$ cat src/rtl/core_sequencer.sv
// core_sequencer: multi-cycle FETCH/DECODE/EXEC/MEM/WB control FSM for the RV32I core.
// Build option: define SEQ_ILLEGAL_TRAP_EN to trap on unrecognised opcodes instead of retiring them as NOPs.
module core_sequencer #(
    parameter int CNT_W = 32
) (
    input  logic             clk,
    input  logic             rst,
    input  logic [6:0]       opcode,
    input  logic             reg_write,
    input  logic             mem_write,
    input  logic             branch_taken,
    input  logic             imem_ready,
    input  logic             dmem_ready,
    output logic             imem_req,
    output logic             dmem_req,
    output logic             dmem_we,
    output logic             ir_we,
    output logic             pc_we,
    output logic [1:0]       pc_sel,
    output logic             rf_we,
    output logic             halted,
    output logic             trap,
    output logic [2:0]       state,
    output logic [CNT_W-1:0] instret
);
    typedef enum logic [2:0] {
        S_FETCH  = 3'd0,
        S_DECODE = 3'd1,
        S_EXEC   = 3'd2,
        S_MEM    = 3'd3,
        S_WB     = 3'd4,
        S_HALT   = 3'd5,
        S_TRAP   = 3'd6
    } state_e;

    localparam logic [6:0] OP_LOAD   = 7'b0000011;
    localparam logic [6:0] OP_STORE  = 7'b0100011;
    localparam logic [6:0] OP_BRANCH = 7'b1100011;
    localparam logic [6:0] OP_LUI    = 7'b0110111;
    localparam logic [6:0] OP_AUIPC  = 7'b0010111;
    localparam logic [6:0] OP_JAL    = 7'b1101111;
    localparam logic [6:0] OP_JALR   = 7'b1100111;
    localparam logic [6:0] OP_IMM    = 7'b0010011;
    localparam logic [6:0] OP_REG    = 7'b0110011;
    localparam logic [6:0] OP_SYSTEM = 7'b1110011;

    state_e           state_q, state_d;
    logic [CNT_W-1:0] instret_q, instret_d;
    logic             imem_req_c, dmem_req_c, dmem_we_c, ir_we_c, pc_we_c, rf_we_c;
    logic [1:0]       pc_sel_c;

    always_comb begin
        state_d    = state_q;
        imem_req_c = 1'b0;
        dmem_req_c = 1'b0;
        dmem_we_c  = 1'b0;
        ir_we_c    = 1'b0;
        pc_we_c    = 1'b0;
        rf_we_c    = 1'b0;
        pc_sel_c   = 2'd0;
        case (state_q)
            S_FETCH: begin
                imem_req_c = 1'b1;
                if (imem_ready) begin
                    ir_we_c = 1'b1;
                    state_d = S_DECODE;
                end
            end
            S_DECODE: state_d = S_EXEC;
            S_EXEC: begin
                case (opcode)
                    OP_LOAD, OP_STORE: state_d = S_MEM;
                    OP_BRANCH: begin
                        pc_we_c  = 1'b1;
                        pc_sel_c = branch_taken ? 2'd1 : 2'd0;
                        state_d  = S_FETCH;
                    end
                    OP_LUI, OP_AUIPC, OP_JAL, OP_JALR, OP_IMM, OP_REG: state_d = S_WB;
                    OP_SYSTEM: state_d = S_HALT;
                    default: begin
`ifdef SEQ_ILLEGAL_TRAP_EN
                        state_d = S_TRAP;
`else
                        pc_we_c = 1'b1;
                        state_d = S_FETCH;
`endif
                    end
                endcase
            end
            S_MEM: begin
                dmem_req_c = 1'b1;
                dmem_we_c  = mem_write;
                if (dmem_ready) begin
                    // Stores retire straight out of MEM; loads still need the register write.
                    if (opcode == OP_STORE) begin
                        pc_we_c = 1'b1;
                        state_d = S_FETCH;
                    end else begin
                        state_d = S_WB;
                    end
                end
            end
            S_WB: begin
                rf_we_c = reg_write;
                pc_we_c = 1'b1;
                if (opcode == OP_JAL) begin
                    pc_sel_c = 2'd1;
                end else if (opcode == OP_JALR) begin
                    pc_sel_c = 2'd2;
                end
                state_d = S_FETCH;
            end
            S_HALT, S_TRAP: state_d = state_q;
            default: state_d = S_FETCH;
        endcase
        instret_d = instret_q + {{(CNT_W-1){1'b0}}, pc_we_c};
    end

    always_ff @(posedge clk) begin
        if (rst) begin
            state_q   <= S_FETCH;
            instret_q <= '0;
        end else begin
            state_q   <= state_d;
            instret_q <= instret_d;
        end
    end

    // Every output is forced low while reset is asserted, so an abandoned access leaves no strobe behind.
    assign imem_req = imem_req_c & ~rst;
    assign dmem_req = dmem_req_c & ~rst;
    assign dmem_we  = dmem_we_c & ~rst;
    assign ir_we    = ir_we_c & ~rst;
    assign pc_we    = pc_we_c & ~rst;
    assign rf_we    = rf_we_c & ~rst;
    assign pc_sel   = rst ? 2'd0 : pc_sel_c;
    assign state    = rst ? 3'd0 : state_q;
    assign instret  = rst ? '0 : instret_q;
    assign halted   = ~rst & ((state_q == S_HALT) || (state_q == S_TRAP));
`ifdef SEQ_ILLEGAL_TRAP_EN
    assign trap     = ~rst & (state_q == S_TRAP);
`else
    assign trap     = 1'b0;
`endif
endmodule
$ cat config.mk
export PLATFORM = sky130hd
export DESIGN_NAME = core_sequencer
export DESIGN_NICKNAME = d
export VERILOG_FILES = /design/src/rtl/core_sequencer.sv
export SDC_FILE = /design/constraint.sdc
export NUM_CORES = 1
export LEC_CHECK = 0
export ABC_AREA = 0
export ABC_CLOCK_PERIOD_IN_PS = 3100
export CAP_MARGIN = 20
export CORE_UTILIZATION = 45
export CTS_CLUSTER_DIAMETER = 80
export CTS_CLUSTER_SIZE = 14
export DETAILED_ROUTE_END_ITERATION = 6
export HOLD_SLACK_MARGIN = 0.12
export PLACE_DENSITY = 0.76
export SYNTH_ARGS = -nofsm -noshare
export SYNTH_HDL_FRONTEND = slang
export SYNTH_SLANG_ARGS = --single-unit
export TNS_END_PERCENT = 1
$ cat constraint.sdc
create_clock -name clk -period 3.1 [get_ports clk]
set_input_delay 0.465 -clock clk [delete_from_list [all_inputs] [get_ports clk]]
set_output_delay 0.465 -clock clk [all_outputs]
set_load 0.005 [all_outputs]
==> flow_metrics.env, run 1 <==
export IMPL_setup_slack_ps=188
export IMPL_place_congestion=0.868
export IMPL_avgViaCountPerCell=5.25
export IMPL_grt_pass1_wl_um=8060
export IMPL_utilization_pct=65.5
export IMPL_async_flop_share_pct=0
export IMPL_r2r_slack_ps=370
export IMPL_place_inst=373
export IMPL_cpPeakStageDelay_ps=480
export IMPL_synth_main_ff_cell="dfxtp_1"
export IMPL_n_antenna_cell=0
export IMPL_grt_max_degree=41
export IMPL_rsz0062_at_grt="no"
export IMPL_cp_arrival_ps=2450
export IMPL_yosys_register_bits=35
export IMPL_p_leak_nw=1.06
export IMPL_grt_pass1_vias=1797
export IMPL_fin_skew_ps=7.24
export IMPL_max_slew_margin_rel_pct=59.5
export IMPL_ys_warn_count=0
export IMPL_ir_worst_vdd_v=0.000326
export IMPL_antenna_found_initial=0
export IMPL_post_synth_top_count_cell="nor2_1"
export IMPL_cap_violations=0
export IMPL_path_max_fanout=6
export IMPL_portBuffers=57
export IMPL_drt_total_wl_um=4600
export IMPL_drive_gt1_share_pct=8.81
export IMPL_area_growth_pct=39.3
export IMPL_cts_sinks=35
export IMPL_tritoncts="yes"
export IMPL_synth_edf_count=0
export IMPL_multiInputGateArea_um2=1300
export IMPL_hold_path_end="instret_q[3]"
export IMPL_start_kind="primary input"
export IMPL_vias=2001
export IMPL_setup_tns_ps=0
export IMPL_ioPinCount=59
export IMPL_fill_cells=400
export IMPL_clock_fmax_mhz=343
export IMPL_finalNetCount=344
export IMPL_crit_path_frequent_cell="clkdlybuf4s50_1"
export IMPL_max_slew_worst_pin_slew_ps=604
export IMPL_reg2reg_depth=11
export IMPL_htree_levels=2
export IMPL_cp_buffers_inverters=3
export IMPL_design_die_area_um2=4850
export IMPL_core_um2=4380
export IMPL_period_minus_slack_ps=2910
export IMPL_fin_cells=381
export IMPL_syn_inst=265
export IMPL_syn_area_per_cell_um2=7.78
export IMPL_synth_common_cells="nor2_1, nor2b_1, dfxtp_1"
export IMPL_worstPathRequired_ps=2630
export IMPL_wl_per_cell_um=12.1
export IMPL_post_route_period_util_pct=93.9
export IMPL_crit_chain="clkdlybuf4s50_1, buf_4, nand2_1, nor3b_1, a221oi_1, a221o_1, nor2b_1, clkdlybuf4s50_1"
export IMPL_synth_area_leaders="dfxtp_1, nor2b_1, xor2_1"
export IMPL_syn_area_um2=2060
export IMPL_synth_top_area_share_pct=34.0
export IMPL_preCtsSetupSlack_ps=-72.5
export IMPL_hpwlAfterDp_um=3300
export IMPL_endpoint_kind="output pin"
export IMPL_die_w_um=69.7
export IMPL_whs_ps=507
export IMPL_setup_worst_path_start="opcode[6]"
export IMPL_finalSetupViolations=0
export IMPL_stdcell_area_um2=2870
export IMPL_drtPass1Iterations=4
export IMPL_post_dp_cell_area_um2=2730
export IMPL_hold_buffers=0
export IMPL_cts_path_max_buffers=2
export IMPL_synth_cell_types=40
export IMPL_grt_overflow=0
export IMPL_drc=0
export IMPL_synth_seq_area_share_pct=34.0
export IMPL_outcome="completed"
export IMPL_die_y_um=69.7
export IMPL_syn_nets=281
export IMPL_initial_core_util_pct=47.0
export IMPL_cts_buffers=5
export IMPL_drtAntennaViolNets=0
export IMPL_r2r_end="instret_q[26]"
export IMPL_cp_top_family="buffers and inverters"
export IMPL_cts_root_buffer="clkbuf_8"
export IMPL_path_class="in -> out"
export IMPL_reg2reg_from="state_q[2]"
export IMPL_min_from="rst"
export IMPL_track_usage_pct=20.1
export IMPL_cts_clk_slew_worst_paths_ps=70
export IMPL_hold_viol_final=0
export IMPL_finalMaxSlewViolations=0
export IMPL_regArea_um2=701
export IMPL_clock_latency_ps=290
export IMPL_critPathSlowestCell="clkdlybuf4s50_1"
export IMPL_hold_depth=2
export IMPL_hold_class="in -> reg"
export IMPL_drt_initial_drc_count=115
export IMPL_power_density_nw_per_um2=357
export IMPL_row_count=24
export IMPL_finalPower_mw=1.02
export IMPL_yosysTopAreaCell="dfxtp_1"
cell type report:
cell class                 count  share of cell area (%)
multi-input combinational    213                    45.2
timing repair buffer          70                    23.1
sequential                    35                    24.4
tap                           52                    2.27
clock buffer                   6                    2.53
inverter                       3                   0.392
clock inverter                 2                    2.09
layer usage:
layer	part of all wire, %	track usage, %
met4	1.2	6.89
met3	4.5	3.78
met2	48	33.7
met5	0	0
met1	46	25.9
cell families (layout without fill, tap and decap cells):
| family | after synthesis | count (layout) | synth area share, % |
|---|---|---|---|
| AOI/OAI and AO/OA | 19 | 19 | 6.07 |
| adders and majority gates | 2 | 2 | 1.21 |
| buffers and inverters | 17 | 81 | 3.40 |
| and+or+nand+nor | 163 | 163 | 43.2 |
| xor gates and xnor gates | 28 | 28 | 11.9 |
| other | 1 | 1 | 0.182 |
| DFF | 35 | 35 | 34.0 |
flip-flops by register name (all words and copies together) (netlist names):
name	count
state_q	3
instret_q	32
how the worst max path moves through the flow:
stage                                to  depth (start not counted)
after floorplan           instret_q[26]                         12
after global placement    instret_q[26]                         12
after detailed placement  instret_q[26]                         12
after CTS                 instret_q[26]                         12
after global routing      instret_q[26]                         12
final                             pc_we                          8
timing repair:
| item | 4_1_cts | 5_1_grt |
|---|---|---|
| endpoints found under the setup margin | 0 | 3 |
| setup buffers | 0 | 0 |
| gates resized for setup | 0 | 2 |
placed cells by master (no fill, tap or decap), types with 3 or more instances in the layout:
cell / count
nand3_1: 14
inv_1: 3
xor2_1: 22
and4_1: 6
and2_1: 6
dfxtp_1: 35
and3_1: 4
nand4_1: 13
a21oi_1: 4
clkdlybuf4s50_1: 56
buf_4: 13
clkbuf_8: 5
nor2_1: 43
o21ai_0: 4
nand2b_1: 4
nor3_1: 3
nand2_1: 17
xnor2_1: 6
nor2b_1: 39
worst reg2reg max path: stages, from the launching register on:
cell      delay (ps)
dfxtp_1          310
nand2b_1         230
or2_2            320
a221oi_1         250
a221o_1          180
ha_1             170
ha_1             200
and2_1           190
and2_4           170
nand3_1          100
or4_1            500
nand2_1           70
power by group:
group	internal, mW	switching (mW)
combinational	0.0405	0.0423
clock	0.322	0.167
sequential	0.452	0.00124
(Power assumes the default switching activity.)
==> run 2, diff against run 1 <==
Settings changed: CORE_ASPECT_RATIO set to 1.5, HOLD_SLACK_MARGIN 0.12 to 0.06.
==> run 2 against run 1 <==
Against the previous run:
- the flow now finishes with violations (DRC)
- count of clock-buffer cells in the layout stayed put
- core utilization is 0.83 points higher
- global-route usage is 2.1 points higher
- worst hold slack better by 24 ps
- combinational power is 2% higher
- non-clock buffer count is 3 higher
- clock skew is 1.4 ps lower
- setup slack better by 88 ps
- via count is 1.2% higher
- maximum frequency is 3.1% higher
- largest cell class unchanged
==> flow_metrics.env, run 2 (synthesis results as in run 1) <==
export IMPL_outcome="complete, but fails checks"
export IMPL_violations="DRC"
export IMPL_tritoncts="yes"
export IMPL_period_minus_slack_ps=2820
export IMPL_avgViaCountPerCell=5.36
export IMPL_vias=2025
export IMPL_final_cell_mix="clkdlybuf4s50_1, nor2_1, nor2b_1"
export IMPL_post_route_period_util_pct=91.1
export IMPL_whs_ps=531
export IMPL_hold_buffers=0
export IMPL_post_dp_cell_area_um2=2750
export IMPL_cp_arrival_ps=2360
export IMPL_max_slew_margin_rel_pct=59.9
export IMPL_cap_violations=0
export IMPL_clock_latency_ps=290
export IMPL_finalMaxSlewViolations=0
export IMPL_endpoint_kind="output pin"
export IMPL_drt_total_wl_um=4870
export IMPL_row_count=29
export IMPL_regMostFlops="instret_q"
export IMPL_cts_resized=0
export IMPL_drive_gt1_share_pct=9.34
export IMPL_cts_path_max_buffers=2
export IMPL_setup_tns_ps=0
export IMPL_antenna_found_initial=0
export IMPL_clock_fmax_mhz=354
export IMPL_power_density_nw_per_um2=336
export IMPL_grt_pass1_vias=1991
export IMPL_place_congestion=0.856
export IMPL_grt_max_degree=29
export IMPL_drtAntennaViolNets=0
export IMPL_die_w_um=57.3
export IMPL_path_max_fanout=6
export IMPL_place_inst=370
export IMPL_htree_levels=2
export IMPL_max_slew_worst_pin_slew_ps=597
export IMPL_layout_cells_most_common="clkdlybuf4s50_1"
export IMPL_hpwlAfterDp_um=3670
export IMPL_cts_buffers=5
export IMPL_cts_clk_slew_worst_paths_ps=70
export IMPL_rsz0062_at_grt="no"
export IMPL_hold_viol_final=0
export IMPL_drc=3
export IMPL_fin_skew_ps=5.81
export IMPL_largest_reg_flops=32
export IMPL_die_y_um=84.9
export IMPL_fill_cells=384
export IMPL_ioPinCount=59
export IMPL_portBuffers=57
export IMPL_post_cts_setup_buffer_count=0
export IMPL_stdcell_area_um2=2860
export IMPL_initial_core_util_pct=47.7
export IMPL_grt_overflow=0
export IMPL_grt_pass1_wl_um=8460
export IMPL_track_usage_pct=22.1
export IMPL_start_kind="primary input"
export IMPL_finalSetupViolations=0
export IMPL_p_leak_nw=1.07
export IMPL_worstPathRequired_ps=2630
export IMPL_design_die_area_um2=4860
export IMPL_top_regs="instret_q (32), state_q (3)"
export IMPL_finalNetCount=347
export IMPL_wl_per_cell_um=12.9
export IMPL_area_growth_pct=38.9
export IMPL_drtPass1Iterations=7
export IMPL_fin_cells=378
export IMPL_cts_sinks=35
export IMPL_hold_class="reg -> reg"
export IMPL_n_antenna_cell=0
export IMPL_core_um2=4320
export IMPL_ir_worst_vdd_v=0.000215
export IMPL_finalPower_uw=961
export IMPL_drt_initial_drc_count=62
export IMPL_path_class="in -> out"
export IMPL_cts_root_buffer="clkbuf_8"
==> run 2: worst paths after layout <==
check,slack (ps),to,startpoint,depth (start not counted)
min,530,instret_q[14],instret_q[14],2
min reg2reg,530,instret_q[14],instret_q[14],2
max reg2reg,600,instret_q[26],state_q[2],11
max,280,pc_we,opcode[4],7
==> run 2: per-stage QoR <==
stage / util (%) / setup WS (ps)
2_1_floorplan: - / 381
3_3_place_gp: 63.6 / 59.9
3_5_place_dp: 63.6 / -7.08
4_1_cts: 66.3 / 252
5_1_grt: 66.3 / 19.4
6_report: 66.3 / 276
==> run 2: routing by layer <==
metal / global-route usage, % / part of all wire, %
met1: 22.8 / 39
met4: 12.9 / 3.6
met2: 40.9 / 54
met5: 0 / 0
met3: 3.96 / 3.6
==> run 2: power by group <==
part	leakage, nW	switching [mW]	total [mW]	internal [mW]
combinational	0.723	0.0430	0.0843	0.0414
clock	0.0612	0.161	0.421	0.260
sequential	0.282	0.00304	0.455	0.452
total	1.07	0.207	0.961	0.754
==> run 2: final cells by class <==
class	count	area (um^2)	share of cell area [%]
tap	46	57.6	2.01
multi-input combinational	213	1290	45.1
clock inverter	2	35.0	1.22
clock buffer	6	82.6	2.88
inverter	3	11.3	0.393
timing repair buffer	73	686	24.0
sequential	35	701	24.5
==> run 2: critical path: stages <==
cell	delay (ps)
clkdlybuf4s50_1	490
a21boi_0	200
o22ai_1	110
a221oi_1	260
a221o_1	170
nor2b_1	140
clkdlybuf4s50_1	520
